<file path="src/rtl/sort_pkg.sv">
// rtl/sort_pkg.sv - shared FSM encoding and default sizing for seq_bubble_sort
package sort_pkg;

  localparam int DEF_N = 5;
  localparam int DEF_W = 4;

  typedef enum logic [1:0] {
    ST_LOAD  = 2'd0,
    ST_SORT  = 2'd1,
    ST_DRAIN = 2'd2
  } state_t;

endpackage

</file>
<file path="src/rtl/sort_cmp_swap.sv">
// rtl/sort_cmp_swap.sv - unsigned comparator returning the smaller and larger word
module sort_cmp_swap #(
  parameter int W = 4
) (
  input  logic [W-1:0] a,
  input  logic [W-1:0] b,
  output logic [W-1:0] lo,
  output logic [W-1:0] hi
);

  logic a_gt_b;

  assign a_gt_b = (a > b);
  assign lo     = a_gt_b ? b : a;
  assign hi     = a_gt_b ? a : b;

endmodule

</file>
<file path="src/rtl/seq_bubble_sort.sv">
// rtl/seq_bubble_sort.sv - frame bubble sorter, one compare-swap per cycle; SORT_DESCENDING_EN selects descending order
module seq_bubble_sort
  import sort_pkg::*;
#(
  parameter int N = DEF_N,
  parameter int W = DEF_W
) (
  input  logic         CLK,
  input  logic         RST_N,
  input  logic         in_valid,
  output logic         in_ready,
  input  logic [W-1:0] in_data,
  output logic         out_valid,
  input  logic         out_ready,
  output logic [W-1:0] out_data,
  output logic         out_last,
  output logic         busy
);

  localparam int IW = $clog2(N);
  localparam logic [IW-1:0] LAST_SLOT = IW'(N - 1);
  localparam logic [IW-1:0] LAST_CMP  = IW'(N - 2);

  state_t        state;
  state_t        state_next;
  logic [IW-1:0] count;
  logic [IW-1:0] idx;
  logic [IW-1:0] pass;
  logic          swapped;
  logic [W-1:0]  slot [N];

  logic [W-1:0]  cmp_a;
  logic [W-1:0]  cmp_b;
  logic [W-1:0]  cmp_lo;
  logic [W-1:0]  cmp_hi;
  logic [W-1:0]  wr_first;
  logic [W-1:0]  wr_second;
  logic          did_swap;
  logic          pass_done;
  logic          sort_done;

  assign cmp_a = slot[idx];
  assign cmp_b = slot[idx + 1'b1];

  sort_cmp_swap #(.W(W)) u_cmp (
    .a  (cmp_a),
    .b  (cmp_b),
    .lo (cmp_lo),
    .hi (cmp_hi)
  );

`ifdef SORT_DESCENDING_EN
  assign wr_first  = cmp_hi;
  assign wr_second = cmp_lo;
`else
  assign wr_first  = cmp_lo;
  assign wr_second = cmp_hi;
`endif

  // A swap happened exactly when the word written back to slot j differs from what was there
  assign did_swap  = (wr_first != cmp_a);
  assign pass_done = (idx == LAST_CMP);
  assign sort_done = pass_done && (!(swapped || did_swap) || (pass == LAST_CMP));

  // State register
  always_ff @(posedge CLK or negedge RST_N) begin
    if (!RST_N) state <= ST_LOAD;
    else        state <= state_next;
  end

  // Next-state and handshake/output decode
  always_comb begin
    state_next = state;
    in_ready   = 1'b0;
    out_valid  = 1'b0;
    out_last   = 1'b0;
    out_data   = '0;
    busy       = 1'b0;
    case (state)
      ST_LOAD: begin
        in_ready = 1'b1;
        if (in_valid && (count == LAST_SLOT)) state_next = ST_SORT;
      end
      ST_SORT: begin
        busy = 1'b1;
        if (sort_done) state_next = ST_DRAIN;
      end
      ST_DRAIN: begin
        busy      = 1'b1;
        out_valid = 1'b1;
        out_data  = slot[count];
        out_last  = (count == LAST_SLOT);
        if (out_ready && (count == LAST_SLOT)) state_next = ST_LOAD;
      end
      default: state_next = ST_LOAD;
    endcase
  end

  // Slot storage, load/drain counter and pass/index bookkeeping
  always_ff @(posedge CLK or negedge RST_N) begin
    if (!RST_N) begin
      count   <= '0;
      idx     <= '0;
      pass    <= '0;
      swapped <= 1'b0;
      for (int i = 0; i < N; i++) slot[i] <= '0;
    end else begin
      case (state)
        ST_LOAD: begin
          if (in_valid) begin
            slot[count] <= in_data;
            count       <= (count == LAST_SLOT) ? '0 : count + 1'b1;
          end
        end
        ST_SORT: begin
          slot[idx]        <= wr_first;
          slot[idx + 1'b1] <= wr_second;
          if (pass_done) begin
            idx     <= '0;
            swapped <= 1'b0;
            pass    <= sort_done ? '0 : pass + 1'b1;
          end else begin
            idx     <= idx + 1'b1;
            swapped <= swapped | did_swap;
          end
        end
        ST_DRAIN: begin
          if (out_ready) count <= (count == LAST_SLOT) ? '0 : count + 1'b1;
        end
        default: ;
      endcase
    end
  end

endmodule

</file>
<file path="config.mk">
export PLATFORM = sky130hd
export DESIGN_NAME = seq_bubble_sort
export DESIGN_NICKNAME = d
export VERILOG_FILES = /design/src/rtl/sort_pkg.sv /design/src/rtl/sort_cmp_swap.sv /design/src/rtl/seq_bubble_sort.sv
export SDC_FILE = /design/constraint.sdc
export NUM_CORES = 1
export LEC_CHECK = 0
export BUFFER_PORTS_ARGS = -buffer_cell sky130_fd_sc_hd__buf_2
export CORE_AREA = 3 3 81 83
export DETAILED_ROUTE_END_ITERATION = 10
export DIE_AREA = 0 0 84 86
export PLACE_DENSITY = 0.66
export SLEW_MARGIN = 20
export SYNTH_ARGS = -nofsm -noshare
export SYNTH_HDL_FRONTEND = slang
export SYNTH_SLANG_ARGS = --single-unit
</file>
<file path="constraint.sdc">
create_clock -name CLK -period 8.9 [get_ports CLK]
set_clock_uncertainty 0.1 [all_clocks]
set_input_delay 1.78 -clock CLK [delete_from_list [all_inputs] [get_ports CLK]]
set_output_delay 1.78 -clock CLK [all_outputs]
set_load 0.05 [all_outputs]
</file>
Word-level counts from Yosys, hierarchy flattened. Index checks and enable logic that the tools add are counted.

Register bits: 32. Input bits: 8. Logic and storage cells: 90.

Add/sub/neg operators: 3. $lt $le $gt $ge: 7. Equal/unequal tests: 11. Multiplexer cells: 38. Bitwise gates (word level): 4. Reduce and logical (&&, ||, !) cells: 17.

Operator list (number): bitwise mux 20 bit (3); 2-to-1 mux 4 bit (12); case mux 20 bit (2 select lines) (1); binary-select mux 4 bit (select 3 bit) (3); demux 4 bit (select 3 bit) (3); 2-to-1 mux 20 bit (1); 2-to-1 mux 3 bit (5); >= comparator 4 bit, second input constant (3); less-than comparator 4 x 1 -> 1 bit, second input constant (3); NOT 3 -> 4 bit (3); inequality test 2 bit, second input constant (5); adder 3 x 1 -> 3 bit, second input constant (3); equality test 3 x 2 -> 1 bit, second input constant (2); logical AND 1 bit (6); 2-to-1 mux 2 bit (3); case mux 2 bit (3 select lines) (1); case mux 3 bit (2 select lines) (1); AND reduction 3 bit (2); 2-to-1 mux 1 bit (5); > comparator 4 bit (1); inequality test 4 bit (1); AND reduction 2 bit (2); nonzero test 2 bit (2); equality test 3 bit, second input constant (1); 7 further kinds (8).

Depth between registers and ports, before layout. Gate-level depths: netlist (run 1).

Word-level depth: 14. Mapped depth: 15. Depth with buffers taken out: 13.

By module. From an unflattened synthesis (run 1), not the netlist that was laid out.

Cell total of the unflattened synthesis: 329. Area total of the unflattened synthesis: 2865.2 µm².

Modules (own cells, without submodules): seq_bubble_sort (instances 1, cells an instance 308, area each 2658.8 µm²); sort_cmp_swap (instances 1, cells an instance 21, area each 206.4 µm²).

Worst setup path before layout (run 1). Ideal clock, no wire load.

Path type: reg-to-output. Start point: register state[0]. End point: output out_data[0]. Data arrival time: 2227 ps. Required time: 7020 ps. Path slack: 4793 ps. Cell stages (with the launch flop): 4. Cell sequence: dfrtp_1 inv_1 ha_1 a21boi_0.

Cells in the longest elaborated chain, start to end: 2.

RTL lines: start, declared (RTL line seq_bubble_sort.sv:24) `state_t state;`; start signal, assigned (RTL line seq_bubble_sort.sv:68) `else state <= state_next;`; equality test 2 bit (RTL line seq_bubble_sort.sv:79) `case (state)`; 2-to-1 mux 4 bit (RTL line seq_bubble_sort.sv:79); end, declared (RTL line seq_bubble_sort.sv:15) `output logic [W-1:0] out_data,`.

No other way between the ends.

Worst setup path in the final report (run 1).
Start point: register idx[0]. End point: register slot[10] (netlist bit).

Cells in the longest elaborated chain, start to end: 10. Elaborated cells on any way between the ends: 25.

RTL lines: start, declared (RTL line seq_bubble_sort.sv:27) `logic [IW-1:0] idx;`; start signal, assigned (RTL line seq_bubble_sort.sv:123) `idx <= idx + 1'b1;`; adder 3 x 1 -> 3 bit (RTL line seq_bubble_sort.sv:43, seq_bubble_sort.sv:117); NOT 3 -> 4 bit (implied by the code) (RTL line seq_bubble_sort.sv:43, seq_bubble_sort.sv:117); binary-select mux 4 bit (select 3 bit) (RTL line seq_bubble_sort.sv:43) `assign cmp_b = slot[idx + 1'b1];`; 2-to-1 mux 4 bit (implied by the code) (2 in series) (RTL line seq_bubble_sort.sv:43); > comparator 4 bit (RTL line sort_cmp_swap.sv:13) `assign a_gt_b = (a > b);`; 2-to-1 mux 4 bit (RTL line sort_cmp_swap.sv:14) `assign lo = a_gt_b ? b : a;`; bitwise mux 20 bit (RTL line seq_bubble_sort.sv:116) `slot[idx] <= wr_first;`; bitwise mux 20 bit (*) (RTL line seq_bubble_sort.sv:117) `slot[idx + 1'b1] <= wr_second;`; case mux 20 bit (2 select lines) (*) (RTL line seq_bubble_sort.sv:108) `case (state)`; end signal, assigned by index (RTL line seq_bubble_sort.sv:111) `slot[count] <= in_data;`; end signal, assigned by index (RTL line seq_bubble_sort.sv:116); end signal, assigned by index (RTL line seq_bubble_sort.sv:117); end, declared (RTL line seq_bubble_sort.sv:30) `logic [W-1:0] slot [N];`.

Every way passes the cells marked *; elsewhere a longest branch is shown, timed or not. The select of a mux whose other input is x is not followed. A chain may end at the register's enable or synchronous reset.

==> key figures, run 1 <==
Status
  • Outcome: completed

Detailed routing
  • Number of search-and-repair iterations in the first detailed-routing pass: 5
  • DRT antenna net count: 0
  • Post-route DRC violation count: 0
  • Average vias per placed instance: 6.64
  • Total Routed Length: 8.53 mm
  • Length of routed met3 wiring: 624 um
  • Top metal layer carrying routed signals: met4
  • Routed wire length on met2: 3.83 mm
  • Average wire per cell in the routed design: slightly above 20 um
  • Sum of routed wire segments on met1: 3.81 mm
  • Drt initial violations: 329
  • Number of vias in the routed layout: 2,728

STA
  • Clock period minus worst slack: 4870 ps
  • Worst Hold Slack: 383 ps
  • Fin crit share: 0.547
  • Setup Viol. Count Final: 0
  • Setup TNS Final: 0 ps
  • Unrepaired setup endpoints after global routing: no
  • Worst slew slack as a fraction of its limit: 0.337
  • Count of final hold-check violations: 0
  • Worst-Margin Slew: 995 ps
  • Slew Viols, Final: 0
  • Achievable frequency: a little over 200 MHz

Worst hold path
  • Path class of the lowest-slack min-delay path: register to register

Finish
  • Share of cells above drive strength 1: 0.158
  • Fill cell instance count of the final layout: approximately 570
  • Area of all placed cells without fillers: 3090 um2
  • Layout net count: 357
  • Area growth from synthesis to layout: 6.19%
  • Antenna diode count: 0
  • Post-route non-filler standard cell count: 411

GRT
  • Overall global routing resource usage: 0.242
  • Final global-route overflow total: 0
  • Pin count of the biggest net entering global routing: 33
  • Number of global-route vias before repair: 2,416
  • Initial antenna violation count: 0
  • First-pass GRT wire length: approximately 14 mm

Clocking
  • Post-cts repair resize count: 0
  • Worst-skew pair later-pin latency: 300 ps
  • Clock-pin slew on the worst setup and hold paths: 80 ps
  • Root cell of the clock tree: sky130_fd_sc_hd__clkbuf_8
  • Number of buffers added for setup after CTS: 0
  • CTS tree: done
  • Number of buffers created by CTS: 5
  • H-Tree Depth: 2
  • CTS Buffer Depth: 2
  • Number of buffers inserted for hold repair after clock tree synthesis: 0
  • Sinks on Clock Net: 32

Yosys
  • Flip-flop cell with the highest count after synthesis: sky130_fd_sc_hd__dfrtp_1
  • Mean instance size in the synthesized netlist: between 8 and 9 um2
  • Dominant cell type by area after synthesis: sky130_fd_sc_hd__dfrtp_1
  • Synthesized flop and latch total: 32
  • Asr flop ratio synth: 1.00
  • Count of warnings emitted by yosys: 0
  • Biggest area contributors in the synthesized netlist: sky130_fd_sc_hd__dfrtp_1 28%, sky130_fd_sc_hd__mux2i_1 7.9%, sky130_fd_sc_hd__ha_1 6.0%, sky130_fd_sc_hd__mux2_2 5.0%, sky130_fd_sc_hd__a22oi_1 3.9%
  • Post-Synthesis Cells: 327
  • Portion of the post-synthesis area used by sequential elements: 0.275
  • EDFF count, synth: 0
  • Netlist area before placement: between 2000 and 3000 um2
  • Total nets after synthesis: 349
  • Number of distinct library cell variants in the gate-level netlist after synthesis: 59
  • Area share of the leading cell type in the synthesized netlist: 0.275

Die
  • Horizontal die dimension: 84 um
  • Die Y: 86 um
  • Standard-cell rows: 28
  • Core footprint: around 5900 um2
  • I/O pin cnt: 16
  • Initial standard-cell utilization of the core: 0.491
  • Die outline area: 7220 um2

Placement
  • Number of placed instances, taps included: 403
  • Placed wire-length estimate after detailed placement: 6.32 mm
  • Instance area after placement: 2980 um2
  • Last weighted congestion value of the routability-driven placer: 0.937
  • IO buf count: 15

Setup path
  • Worst Path Arrival: ~5000 ps
  • CP Launch Type: register
  • Worst Setup Path Type: register to register
  • Highest fanout seen on the critical path: 29
  • Category of the worst setup path capture point: register
  • Worst EP required: between 9000 and 10,000 ps

Flow run
  • Number of max-cap violations: 0
[worst paths after layout]
kind / startpoint / to / slack [ps] / cells after the start
setup / recovery: idx[0]$_DFFE_PN0P_ / slot[10]$_DFFE_PN0P_ / 4030 / 12
max in group asynchronous: RST_N / idx[0]$_DFFE_PN0P_ / 6760 / 1
hold / removal: pass[2]$_DFFE_PN0P_ / pass[2]$_DFFE_PN0P_ / 380 / 2
min in group asynchronous: RST_N / slot[18]$_DFFE_PN0P_ / 1460 / 1
setup reg to reg: idx[0]$_DFFE_PN0P_ / slot[10]$_DFFE_PN0P_ / 4030 / 12
hold reg to reg: pass[2]$_DFFE_PN0P_ / pass[2]$_DFFE_PN0P_ / 380 / 2
[registers in the layout, summed over array words and instances (netlist names)]
register  count
count         3
idx           3
pass          3
slot         20
state         2
swapped       1
[stage by stage]
stage	util	setup slack (ps)
after detailed placement	0.503	4130
after CTS	0.522	4100
final	0.522	4030
after global routing	0.522	3700
after global placement	0.503	4260
after floorplan	-	4790
[cell usage after synthesis (all sizes together), types with 2 or more instances]
master  instances
and3            4
nor2b           4
a21o            2
nor3            9
o211ai          2
a22oi          15
xnor2           4
nor3b           3
nand2          18
a221oi          2
a21oi          14
or3             3
and2            2
nand3b          5
o21ai          25
inv            19
a221o           9
a21boi          4
o2bb2a          2
buf             9
mux2i          23
mux2           22
nor4            5
o41ai           3
a31oi           2
clkbuf          5
ha             14
nand4           2
nand3           7
nor2           29
o22ai           9
dfrtp          32
o21a            2
nand2b          6
[logic make-up (layout without fill, tap and decap cells)]
family,count (synthesis),in the layout,share of synthesized area
AOI/OAI and AO/OA,100,100,0.252
xor gates and xnor gates,4,4,0.0120
adders and majority gates,14,14,0.0602
buffers and inverters,33,42,0.0598
DFF,32,32,0.275
muxes,45,45,0.166
and+or+nand+nor,99,99,0.175
[layout make-up]
| type | count | area [um2] | area share |
|---|---|---|---|
| Tap cell | 75 | 93.8 | 0.0304 |
| Clock inverter | 3 | 42.5 | 0.0138 |
| Sequential cell | 32 | 801 | 0.259 |
| Timing Repair Buffer | 15 | 75.1 | 0.0243 |
| Inverter | 19 | 73.8 | 0.0239 |
| Clock buffer | 5 | 68.8 | 0.0223 |
| Multi-Input combinational cell | 262 | 1930 | 0.626 |
[placed cells by master, fill, tap and decap left out, types with 2 or more instances in the layout]
cell / instances
sky130_fd_sc_hd__clkbuf_8: 5
sky130_fd_sc_hd__xnor2_1: 4
sky130_fd_sc_hd__mux2i_1: 23
sky130_fd_sc_hd__nor2b_1: 4
sky130_fd_sc_hd__dfrtp_1: 32
sky130_fd_sc_hd__o21ai_1: 13
sky130_fd_sc_hd__o211ai_1: 2
sky130_fd_sc_hd__nor2_1: 29
sky130_fd_sc_hd__and3_1: 3
sky130_fd_sc_hd__o2bb2a_1: 2
sky130_fd_sc_hd__inv_1: 15
sky130_fd_sc_hd__a21boi_0: 4
sky130_fd_sc_hd__o21a_1: 2
sky130_fd_sc_hd__a221o_1: 9
sky130_fd_sc_hd__a221oi_2: 2
sky130_fd_sc_hd__nand2b_1: 6
sky130_fd_sc_hd__inv_2: 3
sky130_fd_sc_hd__a21oi_2: 2
sky130_fd_sc_hd__nor3_1: 9
sky130_fd_sc_hd__nand2_1: 18
sky130_fd_sc_hd__a21o_1: 2
sky130_fd_sc_hd__buf_2: 15
sky130_fd_sc_hd__nor3b_1: 2
sky130_fd_sc_hd__mux2_2: 13
sky130_fd_sc_hd__nand3b_1: 5
sky130_fd_sc_hd__a22oi_1: 15
sky130_fd_sc_hd__o22ai_1: 9
sky130_fd_sc_hd__a31oi_1: 2
sky130_fd_sc_hd__nand3_1: 7
sky130_fd_sc_hd__o41ai_1: 2
sky130_fd_sc_hd__mux2_1: 8
sky130_fd_sc_hd__o21ai_0: 11
sky130_fd_sc_hd__a21oi_1: 12
sky130_fd_sc_hd__or3_1: 3
sky130_fd_sc_hd__ha_1: 14
sky130_fd_sc_hd__nor4_1: 5
[worst max-delay path, stage by stage (launching register included)]
cell and delay [ps]:
sky130_fd_sc_hd__dfrtp_1 970, sky130_fd_sc_hd__ha_1 310, sky130_fd_sc_hd__ha_1 310, sky130_fd_sc_hd__nor3b_1 220, sky130_fd_sc_hd__and2_0 220, sky130_fd_sc_hd__or3_1 490, sky130_fd_sc_hd__inv_2 140, sky130_fd_sc_hd__ha_1 250
sky130_fd_sc_hd__and4_1 190, sky130_fd_sc_hd__a21oi_2 730, sky130_fd_sc_hd__mux2_2 430, sky130_fd_sc_hd__o22ai_1 250, sky130_fd_sc_hd__a221o_1 210
[layer usage]
metal / global-route usage / up-vias
li1: - / 1254
met4: 0.0936 / 0
met3: 0.0451 / 21
met5: 0 / -
met1: 0.340 / 1310
met2: 0.368 / 143
Power of run 1 is left out: the tool's default activity adds up to more than one toggle a clock period on the data nets, which glitch-free logic cannot reach.
==> inputs of run 2 (changes only) <==
--- a/config.mk
+++ b/config.mk
@@ -9,7 +9,7 @@
 export CORE_AREA = 3 3 81 83
 export DETAILED_ROUTE_END_ITERATION = 10
 export DIE_AREA = 0 0 84 86
-export PLACE_DENSITY = 0.66
+export PLACE_DENSITY = 0.68
 export SLEW_MARGIN = 20
 export SYNTH_ARGS = -nofsm -noshare
 export SYNTH_HDL_FRONTEND = slang
==> constraint.sdc (replaced) <==
create_clock -name CLK -period 4 [get_ports CLK]
set_clock_uncertainty 0.1 [all_clocks]
set_input_delay 0.8 -clock CLK [delete_from_list [all_inputs] [get_ports CLK]]
set_output_delay 0.8 -clock CLK [all_outputs]
set_load 0.05 [all_outputs]
==> key figures, run 2 (synthesis results as in run 1) <==
Placement
  • Setup Slack @ Placement: 263 ps
  • Instance area after placement: 3070 um2
  • Last weighted congestion value of the routability-driven placer: 1.04
  • Number of placed instances, taps included: 415
  • IO buf count: 15
  • Placed wire-length estimate after detailed placement: 6.54 mm

STA
  • Achievable frequency: 270 MHz
  • Slew Viols, Final: 0
  • Setup TNS Final: 0 ps
  • Fin crit share: 0.925
  • Worst-Margin Slew: 772 ps
  • Clock period minus worst slack: roughly 3700 ps
  • Count of final hold-check violations: 0
  • Unrepaired setup endpoints after global routing: no
  • Setup Viol. Count Final: 0
  • Worst slew slack as a fraction of its limit: 0.485
  • Worst setup margin: 300 ps

Detailed routing
  • Number of search-and-repair iterations in the first detailed-routing pass: 5
  • Drt initial violations: 297
  • DRT antenna net count: 0
  • Post-route DRC violation count: 0
  • Total Routed Length: 8.75 mm
  • Number of vias in the routed layout: 2,707
  • Average vias per placed instance: about 6.4
  • Average wire per cell in the routed design: 20.7 um

GRT
  • Pin count of the biggest net entering global routing: 33
  • Overall global routing resource usage: 0.249
  • First-pass GRT wire length: 13.9 mm
  • Initial antenna violation count: 0
  • Number of global-route vias before repair: approximately 2,500
  • Final global-route overflow total: 0

Clocking
  • Number of buffers created by CTS: 5
  • Root cell of the clock tree: sky130_fd_sc_hd__clkbuf_8
  • Post-cts repair resize count: 0
  • CTS tree: done
  • CTS Buffer Depth: 2
  • Worst-skew pair later-pin latency: around 300 ps
  • Number of buffers added for setup after CTS: 0
  • H-Tree Depth: 2
  • Number of buffers inserted for hold repair after clock tree synthesis: 0
  • Sinks on Clock Net: 32
  • Clock-pin slew on the worst setup and hold paths: 80 ps

Finish
  • Most common library cell in the layout ignoring fill and taps: sky130_fd_sc_hd__dfrtp_1
  • Antenna diode count: 0
  • Post-route non-filler standard cell count: 423
  • Share of cells above drive strength 1: 0.193
  • Area growth from synthesis to layout: 9.42%
  • Layout net count: about 370
  • Register with the most flip-flops: slot
  • Number of flip-flops under the largest register name: 20
  • Most used cells in the layout excluding fill and tap cells: 31 x sky130_fd_sc_hd__dfrtp_1, 29 x sky130_fd_sc_hd__nor2_1, 23 x sky130_fd_sc_hd__mux2i_1
  • Area of all placed cells without fillers: 3180 um2

Die
  • Die Y: between 80 and 90 um
  • I/O pin cnt: 16
  • Core footprint: 5920 um2
  • Die outline area: a little over 7000 um2
  • Standard-cell rows: 28
  • Horizontal die dimension: 84 um
  • Initial standard-cell utilization of the core: 0.491

Flow run
  • Number of max-cap violations: 0

Setup path
  • Reg2reg path depth: 14
  • Worst Path Arrival: around 3800 ps
  • Worst EP required: 4140 ps
  • CP Launch Type: register
  • Highest fanout seen on the critical path: 11
  • Category of the worst setup path capture point: register
  • Worst Setup Path Type: register to register

Worst hold path
  • Path class of the lowest-slack min-delay path: register to register
  • Worst hold path depth: 2

Status
  • Outcome: completed
-- run 2: cell types whose count changed in the layout (fill, tap and decap cells not counted), sizes merged --
cell  before  now
buf       15   27
-- run 2: path summary, 6_finish.rpt --
kind | from | endpoint | slack (ps)
min in group asynchronous | RST_N | slot[0]$_DFFE_PN0P_ | 460
worst max-delay path | idx[2]$_DFFE_PN0P_ | slot[17]$_DFFE_PN0P_ | 300
worst min-delay path | pass[1]$_DFFE_PN0P_ | pass[1]$_DFFE_PN0P_ | 380
worst min register to register | pass[1]$_DFFE_PN0P_ | pass[1]$_DFFE_PN0P_ | 380
worst max register to register | idx[2]$_DFFE_PN0P_ | slot[17]$_DFFE_PN0P_ | 300
max in group asynchronous | RST_N | idx[2]$_DFFE_PN0P_ | 2800
-- run 2: cell type report --
cell class | instances | area (um2)
Fill cell | 564 | 2740
Sequential cell | 32 | 802
Clock inverter | 3 | 42.5
Multi-Input combinational cell | 262 | 1940
Clock buffer | 5 | 68.8
Tap cell | 75 | 93.8
Inverter | 19 | 73.8
Timing Repair Buffer | 27 | 165
-- run 2: per-layer routing --
metal	track usage	wire length, um	part of all wire	up-vias
met1	0.357	4020	0.46	1288
met4	0.0746	206	0.024	0
li1	-	-	-	1282
met3	0.0413	594	0.068	23
met2	0.387	3920	0.45	114
met5	0	0	0	-
-- run 2: per-stage QoR --
step	hold slack [ps]	util
finish	380	0.538
global route	439	0.538
CTS	383	0.537
detailed placement	367	0.518
global placement	357	0.518
floorplan	343	-
-- run 2: worst max-delay path, stage by stage, from the launching register on --
cell                       delay [ps]
sky130_fd_sc_hd__dfrtp_2          490
sky130_fd_sc_hd__inv_4             90
sky130_fd_sc_hd__ha_1             380
sky130_fd_sc_hd__nand2_1          290
sky130_fd_sc_hd__nor2_1           100
sky130_fd_sc_hd__a221oi_2         210
sky130_fd_sc_hd__ha_1             290
sky130_fd_sc_hd__nor2b_1          130
sky130_fd_sc_hd__o21a_1           170
sky130_fd_sc_hd__o21ai_1          240
sky130_fd_sc_hd__a21o_1           220
sky130_fd_sc_hd__buf_4            180
sky130_fd_sc_hd__mux2_1           350
sky130_fd_sc_hd__o22ai_1          210
sky130_fd_sc_hd__a221o_1          180
Power of run 2 is left out for the same reason.
==> inputs of run 3 (changes only) <==
--- a/config.mk
+++ b/config.mk
@@ -5,10 +5,11 @@
 export SDC_FILE = /design/constraint.sdc
 export NUM_CORES = 1
 export LEC_CHECK = 0
+export ABC_CLOCK_PERIOD_IN_PS = 4000
 export BUFFER_PORTS_ARGS = -buffer_cell sky130_fd_sc_hd__buf_2
-export CORE_AREA = 3 3 81 83
+export CORE_AREA = 3 3 85 79
 export DETAILED_ROUTE_END_ITERATION = 10
-export DIE_AREA = 0 0 84 86
+export DIE_AREA = 0 0 88 82
 export PLACE_DENSITY = 0.68
 export SLEW_MARGIN = 20
 export SYNTH_ARGS = -nofsm -noshare
==> key figures, run 3 (synthesis results as in run 1) <==
Setup path
  • Worst Setup EP: slot[17]$_DFFE_PN0P_
  • Cell at the slowest stage of the critical path: sky130_fd_sc_hd__dfrtp_1
  • Setup slack of the most critical reg-to-reg path: around 260 ps
  • Reg2reg end: slot[17]$_DFFE_PN0P_
  • CP Launch Type: register
  • Highest fanout seen on the critical path: 8
  • Reg2reg path depth: 15
  • CP Launch Point: idx[0]$_DFFE_PN0P_
  • Worst Path Buf+Inv: 2
  • Worst Setup Path Type: register to register
  • CP peak stage delay: between 300 and 400 ps
  • Category of the worst setup path capture point: register
  • Cell count along the critical path: 15
  • Most prevalent standard cell on the critical path: sky130_fd_sc_hd__ha_1
  • Worst EP required: 4120 ps
  • Cell chain of the critical path: ha_1, ha_1, nor3b_2, buf_4, a22oi_1, o21ai_2, ha_1, nor2b_1, o21a_1, o21ai_1, a21o_1, buf_4, mux2_1, o22ai_1, a221o_1
  • Worst Path Arrival: 3870 ps
  • Dominant delay contributor by cell family on the critical path: compound AO/OA/AOI/OAI gates
  • Worst r2r src: idx[0]$_DFFE_PN0P_

STA
  • Fin crit share: 0.936
  • Achievable frequency: 267 MHz
  • Worst slew slack as a fraction of its limit: 0.478
  • Unrepaired setup endpoints after global routing: no
  • Setup TNS Final: 0 ps
  • Worst-Margin Slew: around 800 ps
  • Clock period minus worst slack: 3740 ps
  • Count of final hold-check violations: 0
  • Slew Viols, Final: 0
  • Setup Viol. Count Final: 0

Clocking
  • CTS Buffer Depth: 2
  • Post-cts repair resize count: 0
  • H-Tree Depth: 2
  • Root cell of the clock tree: sky130_fd_sc_hd__clkbuf_8
  • Number of buffers added for setup after CTS: 0
  • Worst-skew pair later-pin latency: about 300 ps
  • CTS tree: done
  • Number of buffers created by CTS: 5
  • Number of buffers inserted for hold repair after clock tree synthesis: 0
  • Sinks on Clock Net: 32
  • Clock-pin slew on the worst setup and hold paths: 80 ps

Worst hold path
  • Path class of the lowest-slack min-delay path: register to register
  • Worst hold path depth: 2

Finish
  • Area occupied by multi-input gates: 1940 um2
  • Fill cell instance count of the final layout: 547
  • Share of cells above drive strength 1: 0.188
  • Area of all placed cells without fillers: 3180 um2
  • Most used cells in the layout excluding fill and tap cells: 31 x sky130_fd_sc_hd__dfrtp_1, 29 x sky130_fd_sc_hd__nor2_1, 23 x sky130_fd_sc_hd__mux2i_1
  • Number of flip-flops under the largest register name: 20
  • Antenna diode count: 0
  • Most common library cell in the layout ignoring fill and taps: sky130_fd_sc_hd__dfrtp_1
  • Area growth from synthesis to layout: 9.29%
  • Layout net count: 367
  • Reg area: 802 um2
  • Register with the most flip-flops: slot

Detailed routing
  • Post-route DRC violation count: 0
  • Number of vias in the routed layout: 2,741
  • DRT antenna net count: 0
  • Average wire per cell in the routed design: 20.9 um
  • Drt initial violations: 268
  • Total Routed Length: 8.72 mm
  • Average vias per placed instance: 6.56
  • Number of search-and-repair iterations in the first detailed-routing pass: 5

Die
  • Die outline area: around 7200 um2
  • Horizontal die dimension: 88 um
  • Core footprint: approximately 6000 um2
  • Standard-cell rows: 27
  • Die Y: approximately 82 um
  • I/O pin cnt: 16
  • Initial standard-cell utilization of the core: 0.487

GRT
  • Initial antenna violation count: 0
  • Overall global routing resource usage: 0.254
  • Pin count of the biggest net entering global routing: 33
  • Final global-route overflow total: 0
  • First-pass GRT wire length: 13.5 mm
  • Number of global-route vias before repair: approximately 2,500

Placement
  • Placed wire-length estimate after detailed placement: ~6.6 mm
  • Instance area after placement: 3050 um2
  • Last weighted congestion value of the routability-driven placer: 1.00
  • IO buf count: 15

Flow run
  • Number of max-cap violations: 0

Status
  • Outcome: completed
[run 3: changes by cell type in the layout (fill, tap and decap cells not counted)]
cell / change
sky130_fd_sc_hd__buf_4: -2
sky130_fd_sc_hd__clkbuf_8: +2
sky130_fd_sc_hd__clkinv_2: -1
sky130_fd_sc_hd__clkinvlp_4: -1
[run 3: metrics by stage]
step	setup WS, ps	util	hold WS, ps	cells
floorplan	451	-	343	327
global placement	272	0.510	355	410
detailed placement	130	0.510	365	410
CTS	98.9	0.531	382	418
global route	82.1	0.532	418	418
finish	255	0.532	378	418
[run 3: metal layers]
metal	global-route usage	wire length (um)	part of all wire
met5	0	0	0
met4	0.0905	293	0.034
met3	0.0431	895	0.10
met2	0.386	3710	0.43
met1	0.362	3820	0.44
[run 3: worst min path at each step]
stage                                     end  slack, ps           startpoint
after detailed placement  pass[2]$_DFFE_PN0P_        370  pass[2]$_DFFE_PN0P_
after floorplan           pass[2]$_DFFE_PN0P_        340  pass[2]$_DFFE_PN0P_
after CTS                 pass[2]$_DFFE_PN0P_        380  pass[2]$_DFFE_PN0P_
after global routing      pass[1]$_DFFE_PN0P_        420  pass[1]$_DFFE_PN0P_
final                     pass[2]$_DFFE_PN0P_        380  pass[2]$_DFFE_PN0P_
after global placement    pass[2]$_DFFE_PN0P_        350  pass[2]$_DFFE_PN0P_
[run 3: area by class of cell]
cell class | count | area share
multi-input cells | 262 | 0.609
flip-flops and latches | 32 | 0.252
repair buffers | 25 | 0.0472
clock buffers | 7 | 0.0303
well taps | 72 | 0.0283
inverters | 19 | 0.0232
clock inverters | 1 | 0.00945
[run 3: worst reg2reg max path: stages, from the launching register on]
cell,delay [ps]
sky130_fd_sc_hd__dfrtp_1,390
sky130_fd_sc_hd__ha_1,220
sky130_fd_sc_hd__ha_1,360
sky130_fd_sc_hd__nor3b_2,240
sky130_fd_sc_hd__buf_4,190
sky130_fd_sc_hd__a22oi_1,90
sky130_fd_sc_hd__o21ai_2,210
sky130_fd_sc_hd__ha_1,230
sky130_fd_sc_hd__nor2b_1,40
sky130_fd_sc_hd__o21a_1,160
sky130_fd_sc_hd__o21ai_1,270
sky130_fd_sc_hd__a21o_1,250
sky130_fd_sc_hd__buf_4,170
sky130_fd_sc_hd__mux2_1,350
sky130_fd_sc_hd__o22ai_1,190
sky130_fd_sc_hd__a221o_1,200
Power of run 3 is left out for the same reason.
